[src/rtl/band_energy_detector.sv]
// Band energy detector: squares each accepted signed sample, sums the squares
// over fixed non-overlapping windows of 2**LOG2_WIN samples, publishes the
// window energy with a one-cycle strobe and drives a hysteretic, debounced
// band-activity flag.
module band_energy_detector #(
  parameter int LOG2_WIN = 4,
  parameter int HOLD_WIN = 2,
  parameter int ENERGY_W = 15 + LOG2_WIN
) (
  input  logic                clk,
  input  logic                reset,
  input  logic                in_valid,
  input  logic signed [7:0]   data_in,
  input  logic [ENERGY_W-1:0] thresh_on,
  input  logic [ENERGY_W-1:0] thresh_off,
  output logic [ENERGY_W-1:0] energy_out,
  output logic                energy_valid,
  output logic                detect,
  output logic [LOG2_WIN-1:0] win_idx
);

  typedef enum logic [1:0] {
    IDLE,
    ARM,
    ACTIVE
  } state_t;

  state_t              state;
  state_t              state_next;
  logic [3:0]          cnt;
  logic [3:0]          cnt_next;
  logic                detect_next;

  logic [7:0]          mag;
  logic [14:0]         sq_next;
  logic [14:0]         sq_reg;
  logic                sq_valid;
  logic                sq_last;
  logic [ENERGY_W-1:0] acc;
  logic [ENERGY_W-1:0] e_sum;
  logic                win_close;

  // Squaring through the magnitude keeps the product unsigned; -128 maps to
  // 128 and its square (16384) still fits the 15-bit square register.
  assign mag       = data_in[7] ? (~data_in + 8'd1) : data_in;
  assign sq_next   = {7'd0, mag} * {7'd0, mag};
  assign win_close = sq_valid & sq_last;
  assign e_sum     = acc + ENERGY_W'(sq_reg);

  // Stage 1: register the square of each accepted sample and track the
  // position inside the window so the closing sample can be tagged.
  always_ff @(posedge clk) begin
    if (reset) begin
      sq_reg   <= '0;
      sq_valid <= 1'b0;
      sq_last  <= 1'b0;
      win_idx  <= '0;
    end else begin
      sq_valid <= in_valid;
      if (in_valid) begin
        sq_reg  <= sq_next;
        sq_last <= (win_idx == {LOG2_WIN{1'b1}});
        win_idx <= win_idx + 1'b1;
      end
    end
  end

  // Stage 2: accumulate squares; on the closing square publish the total and
  // restart the accumulator so the next window may begin on the same edge.
  always_ff @(posedge clk) begin
    if (reset) begin
      acc          <= '0;
      energy_out   <= '0;
      energy_valid <= 1'b0;
    end else begin
      energy_valid <= win_close;
      if (sq_valid) begin
        if (sq_last) begin
          energy_out <= e_sum;
          acc        <= '0;
        end else begin
          acc <= e_sum;
        end
      end
    end
  end

  // Detector state register; detect and the hold counter are registered so
  // they only move on the edge that also raises energy_valid.
  always_ff @(posedge clk) begin
    if (reset) begin
      state  <= IDLE;
      cnt    <= 4'd0;
      detect <= 1'b0;
    end else begin
      state  <= state_next;
      cnt    <= cnt_next;
      detect <= detect_next;
    end
  end

  // Next-state logic: thresholds are only evaluated against a closing window's
  // total; ARM debounces HOLD_WIN consecutive loud windows before asserting.
  always_comb begin
    state_next  = state;
    cnt_next    = cnt;
    detect_next = detect;
    if (win_close) begin
      case (state)
        IDLE: begin
          if (e_sum >= thresh_on) begin
            if (HOLD_WIN == 1) begin
              state_next  = ACTIVE;
              detect_next = 1'b1;
            end else begin
              state_next = ARM;
              cnt_next   = 4'd1;
            end
          end
        end
        ARM: begin
          if (e_sum >= thresh_on) begin
            if (cnt + 4'd1 == 4'(HOLD_WIN)) begin
              state_next  = ACTIVE;
              detect_next = 1'b1;
              cnt_next    = 4'd0;
            end else begin
              cnt_next = cnt + 4'd1;
            end
          end else begin
            state_next = IDLE;
            cnt_next   = 4'd0;
          end
        end
        ACTIVE: begin
          if (e_sum < thresh_off) begin
            state_next  = IDLE;
            detect_next = 1'b0;
          end
        end
        default: begin
          state_next  = IDLE;
          cnt_next    = 4'd0;
          detect_next = 1'b0;
        end
      endcase
    end
  end

endmodule

[config.mk]
export PLATFORM = sky130hd
export DESIGN_NAME = band_energy_detector
export DESIGN_NICKNAME = d
export VERILOG_FILES = /design/src/rtl/band_energy_detector.sv
export SDC_FILE = /design/constraint.sdc
export NUM_CORES = 1
export LEC_CHECK = 0
export CORE_MARGIN = 2
export CORE_UTILIZATION = 52
export DETAILED_ROUTE_END_ITERATION = 16
export PLACE_DENSITY = 0.78
export SYNTH_ARGS = -nofsm -noshare
export SYNTH_HDL_FRONTEND = slang
export SYNTH_SLANG_ARGS = --single-unit
[constraint.sdc]
create_clock -name clk -period 6.5 [get_ports clk]
set_input_delay 1.3 -clock clk [delete_from_list [all_inputs] [get_ports clk]]
set_output_delay 1.3 -clock clk [all_outputs]
set_load 0.02 [all_outputs]
==> flow_metrics.env, run 1 <==
export IMPL_outcome="finished, final reports clean"
export IMPL_tns_ns=0
export IMPL_seqPwrFrac_pct=19.8
export IMPL_yosys_warnings=0
export IMPL_cts_path_max_buffers=2
export IMPL_maxCapViolCount=0
export IMPL_ir_drop_uv=243.5
export IMPL_synthesis_area_sq_um=5918
export IMPL_synth_common_cells="102 x inv_1, 84 x ha_1, 81 x nor2_1, 66 x dfxtp_1, 45 x nand2_1"
export IMPL_synth_main_ff_cell="dfxtp_1"
export IMPL_antennaDiodeCount=0
export IMPL_nets=999
export IMPL_antenna_found_initial=0
export IMPL_grt_use_total_pct=23.85
export IMPL_switching_power_uw=909.4
export IMPL_drtAntennaViolNets=0
export IMPL_post_cts_buffers=0
export IMPL_wirelength_um=14420
export IMPL_p_clk_share_pct=20.7
export IMPL_synth_edf_count=0
export IMPL_final_setup_viol_count=0
export IMPL_worst_setup_path_start_kind="input pin"
export IMPL_die_w_um=110.7
export IMPL_ys_types=63
export IMPL_tightest_slew_ns=1.093
export IMPL_yosysMostFrequentCell="inv_1"
export IMPL_dpl_cell_area_sq_um=7069
export IMPL_grt_pass1_wl_um=24610
export IMPL_power_internal_mw=1.420
export IMPL_insertion_delay_ns=0.34
export IMPL_drt_iter0_markers=222
export IMPL_vias_per_cell=5.600
export IMPL_fin_crit_sh_pct=96.15
export IMPL_fmax_ghz=0.1600
export IMPL_cts_sinks=66
export IMPL_dr_total_vias=5510
export IMPL_syn_inst=729
export IMPL_placement_rows=38
export IMPL_powerDensity_nw_per_um2=312.2
export IMPL_synth_seq_cells=66
export IMPL_grt_max_degree=58
export IMPL_dieArea_sq_um=12250
export IMPL_synthArstFlopShare_pct=0
export IMPL_io_buffers=73
export IMPL_end_kind="flop"
export IMPL_dr_pass1_iters=5
export IMPL_cts_tree="built"
export IMPL_cts_buffers_inserted=9
export IMPL_syn2layout_area_growth_pct=26.11
export IMPL_reg2regPathDepth=16
export IMPL_ios=74
export IMPL_critical_path_class="in -> reg"
export IMPL_root_buffer="clkbuf_16"
export IMPL_clk_pin_slew_ns=0.05
export IMPL_hold_violations=0
export IMPL_route_detailed_drc=0
export IMPL_finalClockSkew_ns=0.006286
export IMPL_maxSlewHeadroom_pct=27.13
export IMPL_hold_path_depth=2
export IMPL_drive_above_1_share_pct=10.31
export IMPL_yosysTopAreaCell="dfxtp_1"
export IMPL_p_leak_nw=3.606
export IMPL_hpwl_um=11240
export IMPL_wire_per_inst_um=14.66
export IMPL_cts_hold_buf=0
export IMPL_htree_levels=3
export IMPL_syn_area_per_cell_sq_um=8.118
export IMPL_hp_class="reg -> reg"
export IMPL_swShare_pct=39.03
export IMPL_final_cell_area_sq_um=7463
export IMPL_critical_path_max_fanout=4
export IMPL_required_ns=6.67
export IMPL_finalPower_mw=2.330
export IMPL_core_area_sq_um=10980
export IMPL_seq_area_frac_synth_pct=22.33
export IMPL_place_congestion=0.8569
export IMPL_combPwrFrac_pct=59.5
export IMPL_synth_area_leaders="dfxtp_1 22%, ha_1 18%, fa_1 8.5%"
export IMPL_period_minus_slack_ns=6.250
export IMPL_synth_top_area_share_pct=22.33
export IMPL_grt_pass1_vias=5671
export IMPL_maxSlewViolCount=0
export IMPL_die_y_um=110.7
export IMPL_n_fill_cell=871
export IMPL_initial_core_util_pct=53.88
export IMPL_arrival_ns=6.42
export IMPL_overflow=0
## critical path, stage by stage
cell             delay (ns)
clkdlybuf4s50_1        0.46
nor4_4                 0.35
a21boi_2               0.12
xnor2_2                0.17
or2_2                  0.33
inv_1                  0.08
fa_1                   0.44
fa_1                   0.55
inv_1                  0.05
fa_1                   0.46
fa_1                   0.54
inv_1                  0.04
ha_1                   0.31
buf_4                  0.16
nor3_2                 0.16
nor2_1                 0.08
and3_1                 0.17
or4_1                  0.47
nand3_1                0.10
a21oi_1                0.08
## through the flow
| stage | cells | worst slack (ns) | util (%) | hold WS [ns] |
|---|---|---|---|---|
| floorplan | 735 | 0.2814 | - | 0.4506 |
| global placement | 970 | -0.1539 | 64.37 | 0.4424 |
| detailed placement | 970 | -0.3186 | 64.37 | 0.4488 |
| CTS | 984 | 0.02668 | 67.03 | 0.4562 |
| global route | 984 | -0.03816 | 67.95 | 0.4824 |
| finish | 984 | 0.2499 | 67.95 | 0.4516 |
## layout make-up
cell class                      count  area (sq um)  area share, %
Inverter                          104         390.4          5.231
Multi-Input combinational cell    546          4250          56.95
Timing Repair Buffer              114          1033          13.85
Clock inverter                      3         40.04         0.5365
Tap cell                          140         175.2          2.347
Sequential cell                    66          1321          17.70
Clock buffer                       11         252.7          3.386
## layer usage
layer  wire, um  GRT usage [%]  vias up
met5          0              0        -
met4        401          9.667        0
met3        740          5.303       40
met2       7308          43.84      162
met1       5973          26.54     2586
li1           -              -     2722
## cells by family (layout without fill, tap and decap cells)
kind of cell	Yosys count	count (layout)	share of synthesized area, %
multiplexers	14	14	2.389
XOR/XNOR	39	39	5.772
adder cells (fa/ha/maj)	109	109	26.22
flip-flops	66	66	22.33
buffers and inverters	123	232	7.949
other	2	8	0.1269
AND/OR/NAND/NOR	224	224	18.27
AO/OA/AOI/OAI	152	152	16.96
## power groups by stage
stage | Clock [mW] | Combinational (mW) | Sequential (mW)
final | 0.482 | 1.39 | 0.462
after global routing | 0.508 | 1.58 | 0.465
after CTS | 0.489 | 1.33 | 0.461
after detailed placement | 0 | 1.32 | 0.469
after global placement | 0 | 1.26 | 0.468
after floorplan | 0 | 0.921 | 0.463
## repair_timing
| item | CTS | global route |
|---|---|---|
| endpoints found under the setup margin | 0 | 3 |
| hold endpoints to repair | 0 | 0 |
| resized for setup | 0 | 21 |
## worst paths after layout
path	endpoint	start	slack [ns]
setup / recovery	sq_reg[13]	data_in[2]	0.25
hold / removal	energy_out[15]	energy_out[15]	0.45
setup reg to reg	cnt[3]	sq_reg[0]	1.92
hold reg to reg	energy_out[15]	energy_out[15]	0.45
## cells in the final DEF, fill, tap and decap left out, drive strengths merged, types with 4 or more instances in the layout
master and n:
o21a 6, nand2b 14, o31ai 6, xor2 15, a21o 14, mux2i 13, o22ai 6, fa 25
a21oi 45, o21ai 23, a31oi 5, clkdlybuf4s50 72, nand3 23, ha 84, clkbuf 11, or3b 4
and3 9, nor3 13, inv 102, a32o 5, a211oi 7, a22oi 10, or2 7, dfxtp 66
buf 42, clkinv 4, nand2 45, xnor2 24, conb 8, a21boi 4, nand4 6, nor4 4
nor2 81
(Power assumes the default switching activity.)
==> run 2: changes to the inputs <==
--- a/config.mk
+++ b/config.mk
@@ -10,2 +10,3 @@
 export DETAILED_ROUTE_END_ITERATION = 16
+export GPL_ROUTABILITY_DRIVEN = 0
 export PLACE_DENSITY = 0.78
--- a/constraint.sdc
+++ b/constraint.sdc
@@ -3,2 +3,2 @@
 set_output_delay 1.3 -clock clk [all_outputs]
-set_load 0.02 [all_outputs]
+set_load 0.01 [all_outputs]
==> run 2 against run 1 <==
  * Power is 2.1% lower
  * Non-clock buffer count fell by 1
  * Combinational power is essentially flat
  * Sequential share of layout area up 0.10 points
  * Cell count did not move
  * First-iteration DRC count up 33%
==> flow_metrics.env, run 2 (same netlist as run 1, synthesis figures left out) <==
export IMPL_outcome="finished, final reports clean"
export IMPL_route_detailed_drc=0
export IMPL_root_buffer="clkbuf_16"
export IMPL_worstReg2RegStart="sq_reg[0]"
export IMPL_critPathCapture="sq_reg[13]"
export IMPL_grt_max_degree=58
export IMPL_initial_core_util_pct=53.88
export IMPL_power_internal_mw=1.375
export IMPL_final_setup_viol_count=0
export IMPL_worst_setup_path_start_kind="input pin"
export IMPL_finalClockSkew_ns=0.005287
export IMPL_tightest_slew_ns=1.081
export IMPL_die_y_um=110.7
export IMPL_drtAntennaViolNets=0
export IMPL_seqPwrFrac_pct=20.2
export IMPL_grt_pass1_wl_um=24600
export IMPL_cp_slowest_cell="fa_1"
export IMPL_crit_family="adder cells"
export IMPL_path_depth=22
export IMPL_switching_power_uw=906.3
export IMPL_reg2regPathDepth=16
export IMPL_r2r_end="cnt[3]"
export IMPL_ios=74
export IMPL_overflow=0
export IMPL_vias_per_cell=5.576
export IMPL_swShare_pct=39.72
export IMPL_dr_pass1_iters=5
export IMPL_hp_class="reg -> reg"
export IMPL_final_common_cell="inv_1"
export IMPL_post_cts_buffers=0
export IMPL_fmax_ghz=0.1598
export IMPL_powerDensity_nw_per_um2=307.4
export IMPL_cts_path_max_buffers=2
export IMPL_tns_ns=0
export IMPL_arrival_ns=6.42
export IMPL_finalPower_mw=2.281
export IMPL_dr_total_vias=5487
export IMPL_end_kind="flop"
export IMPL_path_buf_inv=6
export IMPL_core_area_sq_um=10980
export IMPL_p_leak_nw=3.598
export IMPL_maxSlewHeadroom_pct=27.92
export IMPL_hold_violations=0
export IMPL_most_common_layout_cells="102 x inv_1, 83 x ha_1, 78 x nor2_1, 71 x clkdlybuf4s50_1, 66 x dfxtp_1"
export IMPL_dieArea_sq_um=12250
export IMPL_combPwrFrac_pct=60.4
export IMPL_placement_rows=38
export IMPL_grt_pass1_vias=5696
export IMPL_critical_path_class="in -> reg"
export IMPL_fin_crit_sh_pct=96.29
export IMPL_die_w_um=110.7
export IMPL_htree_levels=3
export IMPL_wire_per_inst_um=14.68
export IMPL_regToRegSetupSlack_ns=1.96
export IMPL_utilization_pct=67.57
export IMPL_period_minus_slack_ns=6.259
export IMPL_worstSetupStartpoint="data_in[3]"
export IMPL_drive_above_1_share_pct=9.953
export IMPL_maxSlewViolCount=0
export IMPL_hpwl_um=11110
export IMPL_cts_buffers_inserted=9
export IMPL_antenna_found_initial=0
export IMPL_crit_chain="clkdlybuf4s50_1, nor4_4, a21boi_2, xnor2_2, buf_4, or2_2, inv_1, fa_1, xnor2_2, xnor2_1, fa_1, inv_1, fa_1, inv_1, ha_1, buf_4, nor3_1, o21ai_1, and3_1, or4_1, nand3_1, a21oi_1"
export IMPL_nets=998
export IMPL_grt_use_total_pct=23.68
export IMPL_cts_sinks=66
export IMPL_clk_pin_slew_ns=0.05
export IMPL_cts_tree="built"
export IMPL_insertion_delay_ns=0.33
export IMPL_maxCapViolCount=0
export IMPL_drt_iter0_markers=296
export IMPL_antennaDiodeCount=0
export IMPL_cp_slowest_stage_delay_ns=0.55
export IMPL_critical_path_max_fanout=4
export IMPL_required_ns=6.66
export IMPL_wirelength_um=14440
export IMPL_ir_drop_uv=209.4
export IMPL_cts_hold_buf=0
export IMPL_io_buffers=73
export IMPL_syn2layout_area_growth_pct=25.39
export IMPL_p_clk_share_pct=19.4
## run 2: changes by cell type in the layout (fill, tap and decap cells not counted), sizes merged
cell,before,now
buf,42,41
bufinv,1,0
dlymetal6s2s,0,1
clkbuf,11,12
clkdlybuf4s50,72,71
clkinv,4,5
## run 2: worst min-delay path by stage
stage | startpoint | endpoint | slack, ns | cells past startpoint
after floorplan | sq_reg[13] | sq_reg[13] | 0.45 | 2
after global placement | energy_out[4] | energy_out[4] | 0.44 | 2
after detailed placement | energy_out[4] | energy_out[4] | 0.45 | 2
after CTS | energy_out[4] | energy_out[4] | 0.45 | 2
after global routing | energy_out[5] | energy_out[5] | 0.49 | 2
final | energy_out[9] | energy_out[9] | 0.46 | 2
## run 2: metrics by stage
stage / worst slack [ns] / cells / area, sq um / hold slack, ns
after detailed placement: -0.4591 / 969 / 7062 / 0.4458
final: 0.2414 / 984 / 7421 / 0.4559
after floorplan: 0.2814 / 735 / 5941 / 0.4506
after global routing: -0.04186 / 984 / 7421 / 0.4854
after global placement: -0.1575 / 969 / 7062 / 0.4430
after CTS: 0.01912 / 984 / 7340 / 0.4527
## run 2: worst reg2reg max path, cell delays in order (launching register included)
cell	delay (ns)
dfxtp_1	0.32
ha_1	0.24
ha_1	0.21
a21o_1	0.16
a21oi_1	0.29
o21ai_0	0.21
nand3_1	0.19
a21boi_0	0.20
nor4b_1	0.75
ha_1	0.37
nand2_1	0.08
a21oi_1	0.05
a211oi_1	0.43
nand3_1	0.14
a311oi_1	0.50
o21ai_0	0.15
a21oi_1	0.17
## run 2: what timing repair did
item,in CTS,in global routing
setup endpoints to repair,3,3
gates resized for setup,2,20
pin swaps,0,8
## run 2: final cells by class
class / instances / area, sq um
multi-input combinational: 546 / 4234
fill: 921 / 3562
sequential: 66 / 1321
timing repair buffer: 113 / 1028
inverter: 104 / 390.4
clock buffer: 12 / 256.5
tap: 140 / 175.2
clock inverter: 3 / 15.01
## run 2: power by group through the flow
stage / Combinational [mW] / Sequential [mW] / Clock [mW]
after floorplan: 0.921 / 0.462 / 0
after global placement: 1.26 / 0.468 / 0
after detailed placement: 1.32 / 0.468 / 0
after CTS: 1.34 / 0.461 / 0.449
after global routing: 1.56 / 0.464 / 0.465
final: 1.38 / 0.461 / 0.442
## run 2: metal layers
| layer | vias up | part of all wire (%) | wire, um | GRT usage (%) |
|---|---|---|---|---|
| met5 | - | 0 | 0 | 0 |
| met4 | 0 | 2.6 | 369 | 9.417 |
| met3 | 32 | 4.8 | 689 | 4.046 |
| met2 | 178 | 51 | 7418 | 43.89 |
| met1 | 2558 | 41 | 5964 | 26.87 |
| li1 | 2719 | - | - | - |
==> run 3: changes to the inputs <==
PLACE_DENSITY = not set   (was 0.78)
PLACE_DENSITY_LB_ADDON = 0.3   (was not set)
==> run 3 against run 2 <==
  * Critical path type unchanged
  * Maximum frequency decreased by 1.2%
  * Non-clock buffer count shrank 1
  * Clock skew increased by 0.0041 ns
  * Combinational power fell by 4%
  * Count of clock-buffer cells in the layout is 1 higher
  * Clock power rose by 20%
==> flow_metrics.env, run 3 (same netlist as run 1, synthesis figures left out) <==
export IMPL_worstReg2RegStart="sq_reg[0]"
export IMPL_arrival_ns=6.50
export IMPL_grt_pass1_wl_um=24800
export IMPL_fin_ws_ns=0.1678
export IMPL_maxSlewHeadroom_pct=27.07
export IMPL_cts_path_max_buffers=2
export IMPL_core_area_sq_um=10980
export IMPL_dr_pass1_iters=5
export IMPL_antennaDiodeCount=0
export IMPL_finalClockSkew_ns=0.009375
export IMPL_crit_chain="clkdlybuf4s50_1, nor4_4, a21boi_2, xnor2_1, or2_2, inv_1, fa_1, fa_1, inv_1, fa_1, fa_1, inv_1, ha_1, buf_4, nor3_1, nor2_1, and3_1, or4_1, nand3_1, a21oi_1"
export IMPL_ios=74
export IMPL_maxSlewViolCount=0
export IMPL_whs_ns=0.4538
export IMPL_root_buffer="clkbuf_16"
export IMPL_clk_pin_slew_ns=0.06
export IMPL_route_detailed_drc=0
export IMPL_antenna_found_initial=0
export IMPL_cp_slowest_stage_delay_ns=0.55
export IMPL_hp_class="reg -> reg"
export IMPL_crit_family="adder cells"
export IMPL_placement_rows=38
export IMPL_nets=997
export IMPL_fmax_ghz=0.1579
export IMPL_critical_path_max_fanout=4
export IMPL_tightest_slew_ns=1.094
export IMPL_drt_iter0_markers=247
export IMPL_grt_pass1_vias=5755
export IMPL_final_common_cell="inv_1"
export IMPL_worstSetupStartpoint="data_in[3]"
export IMPL_multi_input_area_sq_um=4194
export IMPL_powerDensity_nw_per_um2=313.6
export IMPL_path_depth=20
export IMPL_period_minus_slack_ns=6.332
export IMPL_grt_use_total_pct=24.14
export IMPL_required_ns=6.67
export IMPL_wirelength_um=14510
export IMPL_maxCapViolCount=0
export IMPL_die_y_um=110.7
export IMPL_hold_violations=0
export IMPL_n_fill_cell=926
export IMPL_final_setup_viol_count=0
export IMPL_syn2layout_area_growth_pct=25.41
export IMPL_wire_per_inst_um=14.76
export IMPL_p_leak_nw=3.594
export IMPL_hold_path_depth=2
export IMPL_htree_levels=3
export IMPL_reg2regPathDepth=17
export IMPL_cts_sinks=66
export IMPL_most_common_layout_cells="102 x inv_1, 83 x ha_1, 79 x nor2_1, 71 x clkdlybuf4s50_1, 66 x dfxtp_1"
export IMPL_dp_cells=968
export IMPL_ir_drop_uv=253.5
export IMPL_post_place_ws_ns=-0.3528
export IMPL_drtAntennaViolNets=0
export IMPL_fin_crit_sh_pct=97.42
export IMPL_drive_above_1_share_pct=9.134
export IMPL_post_cts_buffers=0
export IMPL_cts_buffers_inserted=9
export IMPL_outcome="finished, final reports clean"
export IMPL_seqCellArea_sq_um=1321
export IMPL_dieArea_sq_um=12250
export IMPL_dr_total_vias=5453
export IMPL_initial_core_util_pct=53.88
export IMPL_critical_path_top_cell_by_count="fa_1"
export IMPL_die_w_um=110.7
export IMPL_overflow=0
export IMPL_vias_per_cell=5.547
export IMPL_insertion_delay_ns=0.34
export IMPL_cp_slowest_cell="fa_1"
export IMPL_worst_setup_path_start_kind="input pin"
export IMPL_cts_tree="built"
export IMPL_hpwl_um=11270
export IMPL_path_buf_inv=5
export IMPL_io_buffers=73
export IMPL_final_instance_count_excl_fill=983
export IMPL_min_from="energy_out[7]"
export IMPL_grt_max_degree=58
export IMPL_critical_path_class="in -> reg"
export IMPL_end_kind="flop"
[run 3: cell types whose count changed in the layout (fill, tap and decap cells not counted), moves of 2 or more]
cell and delta:
or2_4 -2, xnor2_1 +2, clkinv_2 -3, bufinv_16 +2, xnor2_2 -2, or2_2 +2
[run 3: tightest hold or removal path: stages, from the launching register on]
cell and delay, ns:
dfxtp_1 0.30, nand2_1 0.05, a21oi_1 0.05
[run 3: layout make-up]
cell class              count  share of cell area (%)
multi-input cells         546                   56.51
flip-flops and latches     66                   17.80
repair buffers            112                   13.76
inverters                 104                   5.260
clock buffers              13                   3.506
well taps                 140                   2.360
clock inverters             2                  0.8092
[run 3: timing repair]
action                                  CTS  global route
endpoints found under the hold margin     0             0
resized for setup                         1            13
hold buffers                              0             0
endpoints found under the setup margin    2             3
pin swaps                                 0             6
[run 3: power breakdown]
part / internal [mW] / switching (mW) / total, mW
sequential: 0.439 / 0.0224 / 0.462
combinational: 0.640 / 0.694 / 1.33
clock: 0.355 / 0.177 / 0.532
total: 1.43 / 0.894 / 2.33
[run 3: stage by stage]
| stage | setup TNS (ns) | area (sq um) | total power, mW | utilization (%) |
|---|---|---|---|---|
| after floorplan | 0 | 5941 | 1.383 | - |
| after global placement | -0.5029 | 7054 | 1.710 | 64.23 |
| after detailed placement | -1.028 | 7054 | 1.762 | 64.23 |
| after CTS | 0 | 7381 | 2.313 | 67.20 |
| after global routing | -0.02694 | 7422 | 2.548 | 67.58 |
| final | 0 | 7422 | 2.328 | 67.58 |
[run 3: worst paths after layout]
check                        to  slack [ns]
setup / recovery     sq_reg[13]        0.17
hold / removal    energy_out[7]        0.45
setup reg to reg         cnt[3]        2.29
hold reg to reg   energy_out[7]        0.45
[run 3: routing by layer]
layer | wire length, um | track usage [%] | vias up
li1 | - | - | 2716
met1 | 6037 | 27.26 | 2531
met2 | 7310 | 43.89 | 167
met3 | 767 | 4.319 | 39
met4 | 397 | 11.33 | 0
met5 | 0 | 0 | -
==> edit, RTL diff (flow settings as in run 1) <==
The 3 states of `state_t` get a one-hot encoding in 3 bits.
--- a/src/rtl/band_energy_detector.sv
+++ b/src/rtl/band_energy_detector.sv
@@ -21,6 +21,6 @@
 
-  typedef enum logic [1:0] {
-    IDLE,
-    ARM,
-    ACTIVE
+  typedef enum logic [2:0] {
+    IDLE   = 3'b001,
+    ARM    = 3'b010,
+    ACTIVE = 3'b100
   } state_t;
Check against the original RTL: same outputs for any inputs over 10 cycles, from zero or initial values and one cycle with reset high; not proved beyond that.
==> edit against run 1 <==
  * Setup slack got worse by 0.076 ns
  * Die area increased by 1.1%
  * Sequential cell count up 1
  * Cell area down 0.40%
  * Critical endpoint is now sq_reg[12]$_SDFFE_PP0P_
  * Area after synthesis grew 1.1%
  * Sequential share of layout area grew 0.34 points
  * Total power decreased by 3.9%
  * Synthesized cell count grew 0.96%
  * Global-route usage down 0.57 points
  * Non-clock buffer count fell by 12
  * Register-to-register slack got worse by 0.16 ns
  * Count of clock-buffer cells in the layout shrank 2
  * Routed wire length down 3.0%
  * Largest cell class unchanged
  * Clock power fell by 2%
==> edit: results (changes against run 1) <==
| Metric | Value |
|---|---|
| Post-synthesis xor/xnor area fraction | `0.0556 (-0.00210)` |
| Hold path endpoint | `energy_out[8]$_SDFFE_PP0P_` |
| Placed cell count | `965 (-0.52%)` |
| Via density | `5.43 (-3.0%)` |
| Sequential element share of the synthesized area | `0.224 (+0.000871)` |
| Fin Clk Skew | `0.00735 ns (+0.00106 ns)` |
| Critical R2R Capture | `state[1]$_SDFFE_PP0P_` |
| Slew headroom | `0.218 (-0.0536)` |
| Worst hold start | `energy_out[8]$_SDFFE_PP0P_` |
| Register area | `0.00134 mm2 (+1.5%)` |
| Area contributors post-synth | `dfxtp_1 (22%), ha_1 (18%), fa_1 (8.4%), inv_1 (6.4%), nor2_1 (5.0%)` |
| WHS | `0.456 ns (+0.00477 ns)` |
| Wire per inst | `14.3 um (-2.8%)` |
| Met1 WL | `6130 um (+2.6%)` |
| Largest net degree at the start of global routing | `65 (+12%)` |
| Total track usage | `0.233 (-0.00570)` |
| Compound-Gate Fraction of Synth Area | `0.173 (+0.00335)` |
| Met1 Usage GRT | `0.277 (+0.0116)` |
| Post-synthesis cell type count | `57 (-9.5%)` |
| Pint | `1340 uW (-6.0%)` |
| VDD IR max | `0.000203 V (-17%)` |
| Worst r2r path cells | `17 (+1)` |
| #MultiIn Comb | `552 (+1.1%)` |
| Synth cell count leaders | `inv_1 (102), ha_1 (84), nor2_1 (80), dfxtp_1 (67), a21oi_1 (55)` |
| Critical-path top delay cell | `or4b_4` |
| Final net count | `992 (-0.70%)` |
| Global-route wire length before repair | `24300 um (-1.3%)` |
| WL met2 | `7010 um (-4.1%)` |
| Fill count | `928 (+6.5%)` |
| Non-clk buf share | `0.127 (-0.0116)` |
| Worst EP arrival | `6.52 ns (+0.10 ns)` |
| Synth Area in Adders | `0.259 (-0.00290)` |
| Detailed Route Iter0 Violations | `382 (+72%)` |
| Mapped Avg Cell Area | `8.13 um2 (+0.16%)` |
| Status | `completed` |
| Non-CTS inverters | `102 (-1.9%)` |
| Multi-input gate area | `0.00429 mm2 (+1.0%)` |
| Share of cells above drive strength 1 | `0.0894 (-0.0137)` |
| Setup slack, reg-to-reg | `1.76 ns (-0.16 ns)` |
| Met3 usage | `0.0399 (-0.0131)` |
==> edit: cell types whose count changed in the layout (fill, tap and decap cells not counted), sizes merged, moves of 6 or more <==
cell,run 1,this run
a21oi,45,55
a22oi,10,0
buf,42,30
nand3,23,11
nor2b,3,22
o21ai,23,17
==> edit: power groups by stage <==
| stage | clock network (uW) | logic [uW] | registers [uW] |
|---|---|---|---|
| after floorplan | 0 | 844 | 469 |
| after global placement | 0 | 1090 | 475 |
| after detailed placement | 0 | 1150 | 476 |
| after CTS | 482 | 1190 | 469 |
| after global routing | 500 | 1470 | 473 |
| final | 474 | 1300 | 469 |
==> edit: per-stage QoR <==
stage	instance area [um2]	TNS [ns]	power [uW]	worst slack, ns
finish	7430	0	2240	0.174
global route	7430	0	2440	0.00444
CTS	7360	0	2140	0.0249
detailed placement	7040	-1.68	1630	-0.426
global placement	7040	-0.935	1570	-0.257
floorplan	6010	0	1310	0.227
==> edit: timing repair <==
item | in CTS | in global routing
setup endpoints to repair | 3 | 5
buffers inserted | 0 | 1
pin swaps | 2 | 7
gates resized for setup | 7 | 9
==> edit: worst max path at each step <==
stage | startpoint | endpoint | slack [ns] | cells past startpoint
6_report | data_in[3] | sq_reg[12]$_SDFFE_PP0P_ | 0.17 | 19
5_1_grt | data_in[3] | sq_reg[11]$_SDFFE_PP0P_ | 0.004 | 21
4_1_cts | data_in[3] | sq_reg[12]$_SDFFE_PP0P_ | 0.02 | 20
3_5_place_dp | data_in[3] | sq_reg[13]$_SDFFE_PP0P_ | -0.43 | 19
3_3_place_gp | data_in[3] | sq_reg[12]$_SDFFE_PP0P_ | -0.26 | 20
2_1_floorplan | data_in[3] | sq_reg[14]$_SDFFE_PP0P_ | 0.23 | 18
